### src/rtl/game_status_ctrl.sv
// Game status FSM: START/PLAY/DYING/WIN/GAMEOVER with frame-debounced deaths and Enter edge acceptance.
// Latency: outputs registered, one Clk after the trigger; frame_tick is 3 Clk after a raw frame_clk rise.
module game_status_ctrl #(
    parameter int          DEATH_FRAMES = 2,
    parameter int          HOLD_FRAMES  = 60,
    parameter logic [7:0]  ENTER_KEY    = 8'h28
) (
    input  logic       Clk,
    input  logic       Reset,
    input  logic       frame_clk,
    input  logic       is_dead_boy,
    input  logic       is_dead_girl,
    input  logic       level_done,
    input  logic [7:0] keycode,
    output logic [3:0] status,
    output logic       freeze,
    output logic [1:0] dead_who,
    output logic       restart
);
    localparam int DW = $clog2(DEATH_FRAMES + 1);
    localparam int HW = $clog2(HOLD_FRAMES + 1);
    localparam logic [DW-1:0] D_MAX  = DW'(DEATH_FRAMES);
    localparam logic [HW-1:0] H_LAST = HW'(HOLD_FRAMES - 1);

    localparam logic [3:0] ST_START = 4'b0000;
    localparam logic [3:0] ST_PLAY  = 4'b0001;
    localparam logic [3:0] ST_DYING = 4'b0010;
    localparam logic [3:0] ST_WIN   = 4'b0100;
    localparam logic [3:0] ST_OVER  = 4'b1000;

    logic          sync0, sync1, sync2, frame_tick;
    logic          armed, enter_ok;
    logic [DW-1:0] boy_cnt, girl_cnt, boy_inc, girl_inc;
    logic [HW-1:0] hold_cnt;
    logic          boy_conf, girl_conf;
    logic [3:0]    state_nxt;
    logic [1:0]    dead_nxt;
    logic          restart_nxt, clr_death, clr_hold;

    always_ff @(posedge Clk) begin
        if (Reset) begin
            sync0      <= 1'b0;
            sync1      <= 1'b0;
            sync2      <= 1'b0;
            frame_tick <= 1'b0;
        end else begin
            sync0      <= frame_clk;
            sync1      <= sync0;
            sync2      <= sync1;
            frame_tick <= sync1 & ~sync2;
        end
    end

    // Armed only after a Clk without Enter, so a held key is accepted once.
    always_ff @(posedge Clk) begin
        if (Reset) armed <= 1'b0;
        else       armed <= (keycode != ENTER_KEY);
    end

    assign enter_ok  = armed && (keycode == ENTER_KEY);
    assign boy_inc   = (boy_cnt  == D_MAX) ? D_MAX : boy_cnt  + DW'(1);
    assign girl_inc  = (girl_cnt == D_MAX) ? D_MAX : girl_cnt + DW'(1);
    assign boy_conf  = frame_tick && is_dead_boy  && (boy_inc  == D_MAX);
    assign girl_conf = frame_tick && is_dead_girl && (girl_inc == D_MAX);

    always_comb begin
        state_nxt   = status;
        dead_nxt    = dead_who;
        restart_nxt = 1'b0;
        clr_death   = 1'b0;
        clr_hold    = 1'b0;
        case (status)
            ST_START: if (enter_ok) begin
                state_nxt   = ST_PLAY;
                restart_nxt = 1'b1;
                clr_death   = 1'b1;
            end
            ST_PLAY: if (frame_tick) begin
                // A death on the same tick as level_done takes priority.
                if (boy_conf || girl_conf) begin
                    state_nxt = ST_DYING;
                    dead_nxt  = {girl_conf, boy_conf};
                    clr_hold  = 1'b1;
                end else if (level_done) begin
                    state_nxt = ST_WIN;
                end
            end
            ST_DYING: if (frame_tick && hold_cnt == H_LAST) state_nxt = ST_OVER;
            ST_OVER: if (enter_ok) begin
                state_nxt   = ST_PLAY;
                restart_nxt = 1'b1;
                dead_nxt    = 2'b00;
                clr_death   = 1'b1;
            end
            ST_WIN: if (enter_ok) begin
                state_nxt   = ST_START;
                restart_nxt = 1'b1;
            end
            default: state_nxt = ST_START;
        endcase
    end

    always_ff @(posedge Clk) begin
        if (Reset || clr_death) begin
            boy_cnt  <= '0;
            girl_cnt <= '0;
        end else if (status == ST_PLAY && frame_tick) begin
            boy_cnt  <= is_dead_boy  ? boy_inc  : '0;
            girl_cnt <= is_dead_girl ? girl_inc : '0;
        end
    end

    always_ff @(posedge Clk) begin
        if (Reset || clr_hold) hold_cnt <= '0;
        else if (status == ST_DYING && frame_tick && hold_cnt != H_LAST) hold_cnt <= hold_cnt + HW'(1);
    end

    always_ff @(posedge Clk) begin
        if (Reset) begin
            status   <= ST_START;
            freeze   <= 1'b1;
            dead_who <= 2'b00;
            restart  <= 1'b0;
        end else begin
            status   <= state_nxt;
            freeze   <= (state_nxt != ST_PLAY);
            dead_who <= dead_nxt;
            restart  <= restart_nxt;
        end
    end
endmodule

### config.mk
export PLATFORM = sky130hd
export DESIGN_NAME = game_status_ctrl
export DESIGN_NICKNAME = d
export VERILOG_FILES = /design/src/rtl/game_status_ctrl.sv
export SDC_FILE = /design/constraint.sdc
export NUM_CORES = 1
export LEC_CHECK = 0
export CAP_MARGIN = 20
export CORE_MARGIN = 2
export CORE_UTILIZATION = 45
export CTS_CLUSTER_SIZE = 8
export DETAILED_ROUTE_END_ITERATION = 16
export GPL_TIMING_DRIVEN = 0
export PLACE_DENSITY = 0.8
export SLEW_MARGIN = 20
export SYNTH_ARGS = -nofsm -noshare
export SYNTH_HDL_FRONTEND = slang
export SYNTH_SLANG_ARGS = --single-unit
### constraint.sdc
create_clock -name Clk -period 1.6 [get_ports Clk]
set_input_delay 0.32 -clock Clk [delete_from_list [all_inputs] [get_ports Clk]]
set_output_delay 0.32 -clock Clk [all_outputs]
set_load 0.01 [all_outputs]
==> flow_summary.toml, run 1 <==
[power_and_ir_drop]
p_leak_nw = 0.580
ir_drop_mv = 0.477
comb_power_share_pct = 7.2
cellPowerDensity_nw_per_um2 = 585
intPower_mw = 0.708
p_switching_mw = 0.207
p_total_mw = 0.915
power_frac_seq_pct = 63.0
clkPwrFrac_pct = 29.8
switching_share_pct = 22.6

[grt]
grt_pass1_wl_mm = 4.26
grt.total_usage_pct = 20.2
grt_pass1_vias = 989
grt_antenna_before_repair = 0
grt_max_degree = 14
top_usage_layer = "met2"
grt.met1_usage_pct = 24.4
gr-total-overflow = 0
grtUsageMet2_pct = 34.6
grt_use_met3_pct = 2.78

[finish]
drive_gt1_share_pct = 28.8
final_area_um2 = 1560
multi_input_area_um2 = 697
antenna_cells = 0
syn_to_final_growth_pct = 40.8
fill_cells = 184
nets = 171
seqCellArea_um2 = 472

[synth]
syn_area_um2 = 1110
ys.flop_type = "dfxtp_1"
yosysTopAreaCell = "dfxtp_1"
yosysMostFrequentCell = "dfxtp_1"
synth_seq_area_share_pct = 41.4
syn_inst = 122
synth_async_sr_flop_share_pct = 0
syn_nets = 139
synth_cell_types = 42
synth_top_cells_by_count = "dfxtp_1 (23), a21oi_1 (9), nand2_1 (8)"
ys_ff_latch = 23
yosys.area.top_type_share_pct = 41.4
synth_edf_count = 0
avgSynthCellArea_um2 = 9.11
synthTopCellsByArea = "dfxtp_1 (41%), a21oi_1 (4.1%), nor2b_1 (3.9%)"
ys_warn_count = 0

[detailed_routing]
drc = 0
first_iter_violations = 17
viasPerCell = 5.67
ant_nets = 0
post_drt_wl_per_cell_um = 15.3
firstDrtPassIters = 4
vias = 1037
wl_mm = 2.79

[clocking]
cts-root-buf = "clkbuf_4"
cts_tree = "yes"
cts_buffers = 3
clkLatencyLatePin_ps = 310
clkSinkCount = 23
clockBufferDepth = 2
clkTransAtPathRegs_ps = 130
htreeDepth = 1

[sta]
fin_skew_ps = 3.03
fin_crit_ps = 1560
slew_viol_final = 0
tightest_slew_ps = 478
rsz0062_at_grt = "yes"
finalSetupViolations = 0
holdWs_ps = 397
fmax_mhz = 642
timing.final.crit_share_pct = 97.4
report.final.hold_viol_count = 0
maxSlewHeadroom_pct = 68.1

[critical_path]
startpoint_type = "register"
crit_required_ps = 1850
worstPathArrival_ps = 1800
rrSetupSlack_ps = 40
worst_setup_path_end_kind = "register"
cp_max_fo = 4
critPathKind = "reg2reg"

[min_path]
hold_class = "reg2reg"

[die]
ios = 22
dieArea_um2 = 2880
die_height_um = 53.7
coreArea_um2 = 2410
initial_core_util_pct = 46.1
die_w_um = 53.7
rows = 18

[placed_design]
hpwl_mm = 1.68
placed_area_um2 = 1360
gp_congestion = 0.794
portBuffers = 21

[job]
cap_violations = 0

[run_status]
status = "finished clean"
cells in the final DEF (no fill, tap or decap), drive strengths merged, types with 2 or more instances in the layout:
| cell | instances |
|---|---|
| dfxtp | 23 |
| clkdlybuf4s50 | 19 |
| a21oi | 9 |
| buf | 9 |
| nand2 | 8 |
| nor2b | 7 |
| nor3 | 7 |
| nor2 | 6 |
| inv | 6 |
| nand3 | 5 |
| nand4 | 5 |
| clkbuf | 5 |
| o21ai | 5 |
| xnor2 | 3 |
| ha | 3 |
| and2 | 2 |
| o21bai | 2 |
| or3 | 2 |
| nor4 | 2 |
| mux2i | 2 |
| o221ai | 2 |
| a21boi | 2 |
| or2 | 2 |
| nor4b | 2 |
power by group through the flow:
stage	clock [mW]	combinational [mW]	sequential [mW]
final	0.273	0.0659	0.577
after detailed placement	0	0.0566	0.592
after global placement	0	0.0554	0.592
after CTS	0.279	0.0583	0.577
after global routing	0.299	0.0706	0.577
after floorplan	0	0.0181	0.592
path summary, 6_finish.rpt:
check             startpoint         end  cells past startpoint
hold / removal         sync2  frame_tick                      1
setup reg to reg  boy_cnt[1]   status[1]                      6
hold reg to reg        sync2  frame_tick                      1
setup / recovery  boy_cnt[1]   status[1]                      6
cells by family after synthesis:
kind of cell	share of synthesized area, %
and+or+nand+nor	30.2
AOI/OAI and AO/OA	15.3
DFF	41.4
buffers and inverters	5.52
xor gates and xnor gates	2.37
adders and majority gates	3.38
muxes	1.80
layout make-up:
| class | instances | area share (%) |
|---|---|---|
| Inverter | 6 | 1.44 |
| Tap cell | 30 | 2.40 |
| Multi-Input combinational cell | 88 | 44.6 |
| Sequential cell | 23 | 30.2 |
| Buffer | 5 | 2.48 |
| Clock inverter | 1 | 0.320 |
| Clock buffer | 3 | 1.44 |
| Timing Repair Buffer | 27 | 17.2 |
registers in the layout (all words and copies together) (netlist names):
| register | cells |
|---|---|
| girl_cnt | 2 |
| hold_cnt | 6 |
| boy_cnt | 2 |
| sync0 | 1 |
| dead_who | 2 |
| status | 4 |
| restart | 1 |
| sync2 | 1 |
| freeze | 1 |
| armed | 1 |
| frame_tick | 1 |
| sync1 | 1 |
worst max-delay path: stages (launching register included):
cell	delay [ps]
dfxtp_2	360
inv_2	50
ha_4	260
and2_4	160
o21ai_4	80
or3b_1	370
a211oi_2	210
stage by stage:
stage | setup TNS (ps) | instances | setup WS, ps | util [%]
global placement | -2490 | 173 | -332 | 56.5
finish | 0 | 183 | 42.3 | 64.9
detailed placement | -2950 | 173 | -381 | 56.5
global route | -98.6 | 183 | -22.8 | 64.9
CTS | 0 | 180 | 12.6 | 60.2
floorplan | 0 | 122 | 61.7 | -
layer usage:
layer | part of all wire [%] | up-vias
met5 | 0 | -
met4 | 3.2 | 0
met3 | 3.6 | 10
met2 | 52 | 35
met1 | 41 | 488
li1 | - | 504
timing repair:
item                       4_1_cts  5_1_grt
cloned                           0        0
hold buffers                     0        0
hold endpoints to repair         0        0
setup endpoints to repair        4       14
gates resized for setup          9       21
pin swaps                        1        4
buffers inserted                 3        3
No activity file was read; power rests on OpenSTA's default activity.
==> inputs of run 2 (changes only) <==
--- a/config.mk
+++ b/config.mk
@@ -7,11 +7,11 @@
 export LEC_CHECK = 0
 export CAP_MARGIN = 20
 export CORE_MARGIN = 2
-export CORE_UTILIZATION = 45
+export CORE_UTILIZATION = 53
 export CTS_CLUSTER_SIZE = 8
 export DETAILED_ROUTE_END_ITERATION = 16
 export GPL_TIMING_DRIVEN = 0
-export PLACE_DENSITY = 0.8
+export PLACE_DENSITY = 0.88
 export SLEW_MARGIN = 20
 export SYNTH_ARGS = -nofsm -noshare
 export SYNTH_HDL_FRONTEND = slang
==> constraint.sdc (replaced) <==
create_clock -name Clk -period 1.8 [get_ports Clk]
set_input_delay 0.36 -clock Clk [delete_from_list [all_inputs] [get_ports Clk]]
set_output_delay 0.36 -clock Clk [all_outputs]
set_load 0.01 [all_outputs]
==> run 2 against run 1 <==
  * Maximum frequency fell by 8.9%
  * Power fell by 12%
  * Non-clock buffer count fell by 6
  * First-iteration DRC count rose by 100%
  * Sequential cell count did not move
  * Combinational power fell by 23%
  * Clock power fell by 13%
  * Hold slack got worse by 4.5 ps
  * Largest power group unchanged
  * Critical path type unchanged
==> flow_summary.toml, run 2 (synthesis gave the netlist of run 1 again) <==
[run_status]
status = "finished clean"

[die]
coreArea_um2 = 1960
rows = 16
die_w_um = 49.8
dieArea_um2 = 2480
ios = 22
die_height_um = 49.8
initial_core_util_pct = 56.6

[clocking]
cts_tree = "yes"
clkSinkCount = 23
clkTransAtPathRegs_ps = 130
cts_buffers = 3
htreeDepth = 1
clockBufferDepth = 2
cts-root-buf = "clkbuf_4"
clkLatencyLatePin_ps = 310

[detailed_routing]
viasPerCell = 5.63
drc = 0
vias = 979
wl_mm = 2.30
first_iter_violations = 34
ant_nets = 0
firstDrtPassIters = 4
post_drt_wl_per_cell_um = 13.2

[sta]
fin_skew_ps = 8.52
timing.final.crit_share_pct = 95.0
fmax_mhz = 585
fin_crit_ps = 1710
tightest_slew_ps = 462
rsz0062_at_grt = "no"
holdWs_ps = 393
report.final.hold_viol_count = 0
slew_viol_final = 0
finalSetupViolations = 0
finalSetupTns_ps = 0
maxSlewHeadroom_pct = 68.9

[critical_path]
cp_max_fo = 5
critPathKind = "reg2reg"
cp_cell_sequence = "inv_1 -> ha_1 -> and2_2 -> o21ai_4 -> a32oi_1 -> or2_2"
worst_setup_path_end_kind = "register"
worstPathArrival_ps = 1910
startpoint_type = "register"
cp_slowest_stage_delay_ps = 350
critPathBufInv = 1
crit_slowest_cell = "dfxtp_1"
crit_required_ps = 2000
critPathTopFamily = "simple AND/OR/NAND/NOR gates"

[grt]
gr-total-overflow = 0
grt_max_degree = 14
grt_pass1_wl_mm = 3.95
grt.total_usage_pct = 20.1
grt_antenna_before_repair = 0
grt_pass1_vias = 989

[power_and_ir_drop]
comb_power_share_pct = 6.3
intPower_mw = 0.629
clkPwrFrac_pct = 29.5
switching_share_pct = 21.6
p_leak_nw = 0.484
power_frac_seq_pct = 64.2
ir_drop_mv = 0.424
p_switching_mw = 0.173
cellPowerDensity_nw_per_um2 = 572

[finish]
fill_cells = 154
largest-register = "hold_cnt"
syn_to_final_growth_pct = 26.2
antenna_cells = 0
nets = 165
multi_input_area_um2 = 607
drive_gt1_share_pct = 12.9
top_regs = "hold_cnt x6, status x4"
largest_reg_flops = 6
seqCellArea_um2 = 463
final_cell_mix = "dfxtp_1 (21), clkdlybuf4s50_1 (21), a21oi_1 (9), nand2_1 (8), nor2b_1 (7)"

[min_path]
hold_class = "reg2reg"

[placed_design]
portBuffers = 21
hpwl_mm = 1.74
gp_congestion = 0.781

[job]
cap_violations = 0
## run 2: cell types whose count changed in the layout (fill, tap and decap cells not counted), moves of 3 or more
cell and delta:
buf_4 -5, dfxtp_1 +3, inv_1 +3, inv_2 -3
nor3_1 +3
## run 2: worst reg2reg max path, cell delays in order, from the launching register on
cell,delay (ps)
dfxtp_1,350
inv_1,50
ha_1,300
and2_2,230
o21ai_4,220
a32oi_1,140
or2_2,300
## run 2: through the flow
step / instances / util [%] / power [mW] / area (um2) / setup WS (ps)
after CTS: 174 / 70.8 / 0.811 / 1390 / 73.3
after detailed placement: 170 / 69.1 / 0.576 / 1360 / -315
after global placement: 170 / 69.1 / 0.575 / 1360 / -327
after floorplan: 122 / - / 0.542 / 1110 / 54.1
after global routing: 174 / 71.5 / 0.834 / 1400 / 9.93
final: 174 / 71.5 / 0.803 / 1400 / 90.6
## run 2: layout make-up
class                      count  area share, %
multi-input combinational     88           43.3
sequential                    23           33.0
timing repair buffer          21           15.0
buffer                         5           2.77
tap                           27           2.41
clock buffer                   3           1.61
inverter                       6           1.61
clock inverter                 1          0.357
## run 2: what timing repair did
action,in CTS,in global routing
setup endpoints to repair,10,2
hold buffers,0,0
buffers inserted,0,0
resized for setup,4,3
## run 2: routing by layer
metal	global-route usage [%]	up-vias	part of all wire, %
li1	-	490	-
met1	22.0	455	42
met2	37.1	30	51
met3	4.85	4	5.4
met4	7.41	0	0.91
met5	0	-	0
## run 2: worst paths after layout
kind	slack, ps	start	cells past startpoint	endpoint
worst max-delay path	90	girl_cnt[0]	6	freeze
worst min-delay path	390	sync2	1	frame_tick
worst max register to register	90	girl_cnt[0]	6	freeze
worst min register to register	390	sync2	1	frame_tick
## run 2: power groups by stage
stage	clock network (mW)	logic [mW]	registers (mW)
CTS	0.245	0.0503	0.515
global placement	0	0.0490	0.526
floorplan	0	0.0161	0.526
finish	0.237	0.0507	0.515
global route	0.264	0.0549	0.516
detailed placement	0	0.0499	0.526
==> inputs of run 3 (changes only) <==
--- a/config.mk
+++ b/config.mk
@@ -5,6 +5,7 @@
 export SDC_FILE = /design/constraint.sdc
 export NUM_CORES = 1
 export LEC_CHECK = 0
+export ABC_AREA = 1
 export CAP_MARGIN = 20
 export CORE_MARGIN = 2
 export CORE_UTILIZATION = 53
==> run 3 against run 2 <==
  * Largest cell class unchanged
  * Sequential cell count did not move
  * Die area rose by 0.62%
  * Non-clock buffer count fell by 5
  * Critical endpoint is now status[3]
  * Combinational power rose by 6.3%
==> flow_summary.toml, run 3 <==
[critical_path]
startpoint_type = "register"
reg2reg_depth = 8
reg2reg_to = "freeze"
cp_slowest_stage_delay_ps = 570
worstPathArrival_ps = 1340
worst_setup_path_end_kind = "primary output"
cp_cell_sequence = "clkdlybuf4s50_1"
critPathBufInv = 1
cp_max_fo = 4
rrSetupSlack_ps = 430
critPathTopFamily = "buffers and inverters"
crit_required_ps = 1440
r2r_start = "girl_cnt[0]"
critPathKind = "reg2out"
crit_slowest_cell = "clkdlybuf4s50_1"

[sta]
rsz0062_at_grt = "no"
setup_ws_ps = 100
maxSlewHeadroom_pct = 80.4
tightest_slew_ps = 293
finalSetupTns_ps = 0
slew_viol_final = 0
fin_skew_ps = 4.17
finalSetupViolations = 0
fmax_mhz = 588
timing.final.crit_share_pct = 94.4
report.final.hold_viol_count = 0
fin_crit_ps = 1700

[grt]
gr-total-overflow = 0
grt.total_usage_pct = 20.5
grt_antenna_before_repair = 0
grt_pass1_wl_mm = 4.02
grt_pass1_vias = 998
grt_max_degree = 14

[synth]
yosys.area.top_type_share_pct = 41.2
synth_edf_count = 0
synth_cell_types = 23
yosysTopAreaCell = "dfxtp_1"
synth_async_sr_flop_share_pct = 0
synth_seq_area_share_pct = 41.2
yosysMostFrequentCell = "nand2_1"
syn_area_um2 = 1120
synth_top_cells_by_count = "nand2_1 (31), dfxtp_1 (23), inv_1 (23)"
ys_ff_latch = 23
synthTopCellsByArea = "dfxtp_1 (41%), nand2_1 (10%), inv_1 (7.7%)"
ys.flop_type = "dfxtp_1"
syn_nets = 175
avgSynthCellArea_um2 = 7.08
syn_inst = 158
ys_warn_count = 0

[finish]
layout_commonest_cell = "nand2_1"
final_cell_mix = "nand2_1 (31), inv_1 (23), dfxtp_1 (23), nor2_1 (22), clkdlybuf4s50_1 (20)"
largest_reg_flops = 6
nets = 200
syn_to_final_growth_pct = 23.4
antenna_cells = 0
top_regs = "hold_cnt x6, status x4"
largest-register = "hold_cnt"
drive_gt1_share_pct = 12.1

[min_path]
hold_class = "in2reg"
hold_path_depth = 2
min_to = "status[3]"
hold_path.startpoint = "Reset"

[run_status]
status = "finished clean"

[die]
coreArea_um2 = 1980
initial_core_util_pct = 56.4
die_height_um = 49.9
ios = 22
dieArea_um2 = 2490
die_w_um = 49.9
rows = 16

[power_and_ir_drop]
ir_drop_mv = 0.424
cellPowerDensity_nw_per_um2 = 585
p_total_mw = 0.808
p_leak_nw = 0.557

[clocking]
cts-root-buf = "clkbuf_4"
cts_buffers = 3
clkLatencyLatePin_ps = 310
cts_resized = 0
clockBufferDepth = 2
clkSinkCount = 23
clkTransAtPathRegs_ps = 120
cts_tree = "yes"
ctsHoldBuffers = 0
post-cts-setup-buffers = 0
htreeDepth = 1

[placed_design]
pre_cts_slack_ps = 110
portBuffers = 20
gp_congestion = 0.796
hpwl_mm = 1.81

[detailed_routing]
firstDrtPassIters = 4
vias = 1038
wl_mm = 2.24
first_iter_violations = 25
ant_nets = 0
viasPerCell = 4.97
drc = 0
post_drt_wl_per_cell_um = 10.7

[job]
cap_violations = 0
-- run 3: final cells by class --
type,instances,area (um2)
clock buffers,3,22.5
well taps,27,33.8
repair buffers,20,200
clock inverters,1,5.00
plain buffers,1,5.00
flip-flops and latches,23,460
fillers,168,602
multi-input cells,106,547
inverters,28,106
-- run 3: kinds of logic after synthesis --
group / synth area share, %
compound gates: 8.39
xor+xnor: 2.35
fa+ha+maj: 3.36
buf+inv: 9.95
flops: 41.2
simple gates: 34.8
-- run 3: per-layer routing --
metal  GRT usage, %  wire, um
met4           5.56        21
met1           21.5       946
met3           2.73        71
met5              0         0
met2           41.6      1200
-- run 3: worst max path at each step --
stage,cells after the start,slack [ps],from,to
floorplan,8,560,girl_cnt[0],dead_who[0]
global placement,9,160,keycode[4],dead_who[1]
detailed placement,9,110,keycode[0],dead_who[1]
CTS,1,110,status[3],status[3]
global route,1,40,status[3],status[3]
finish,1,100,status[3],status[3]
-- run 3: per-stage QoR --
step                cells  area (um2)  utilization [%]  hold slack, ps
finish                209        1380             69.6             331
detailed placement    205        1350             68.2             388
CTS                   209        1380             69.6             325
global placement      205        1350             68.2             378
floorplan             158        1120                -             374
global route          209        1380             69.6             333
-- run 3: report_power, final --
| part | internal [mW] | total [mW] | switching, mW |
|---|---|---|---|
| clock network | 0.0831 | 0.238 | 0.155 |
| logic | 0.0304 | 0.0539 | 0.0234 |
| registers | 0.514 | 0.516 | 0.00251 |
| total | 0.627 | 0.808 | 0.181 |
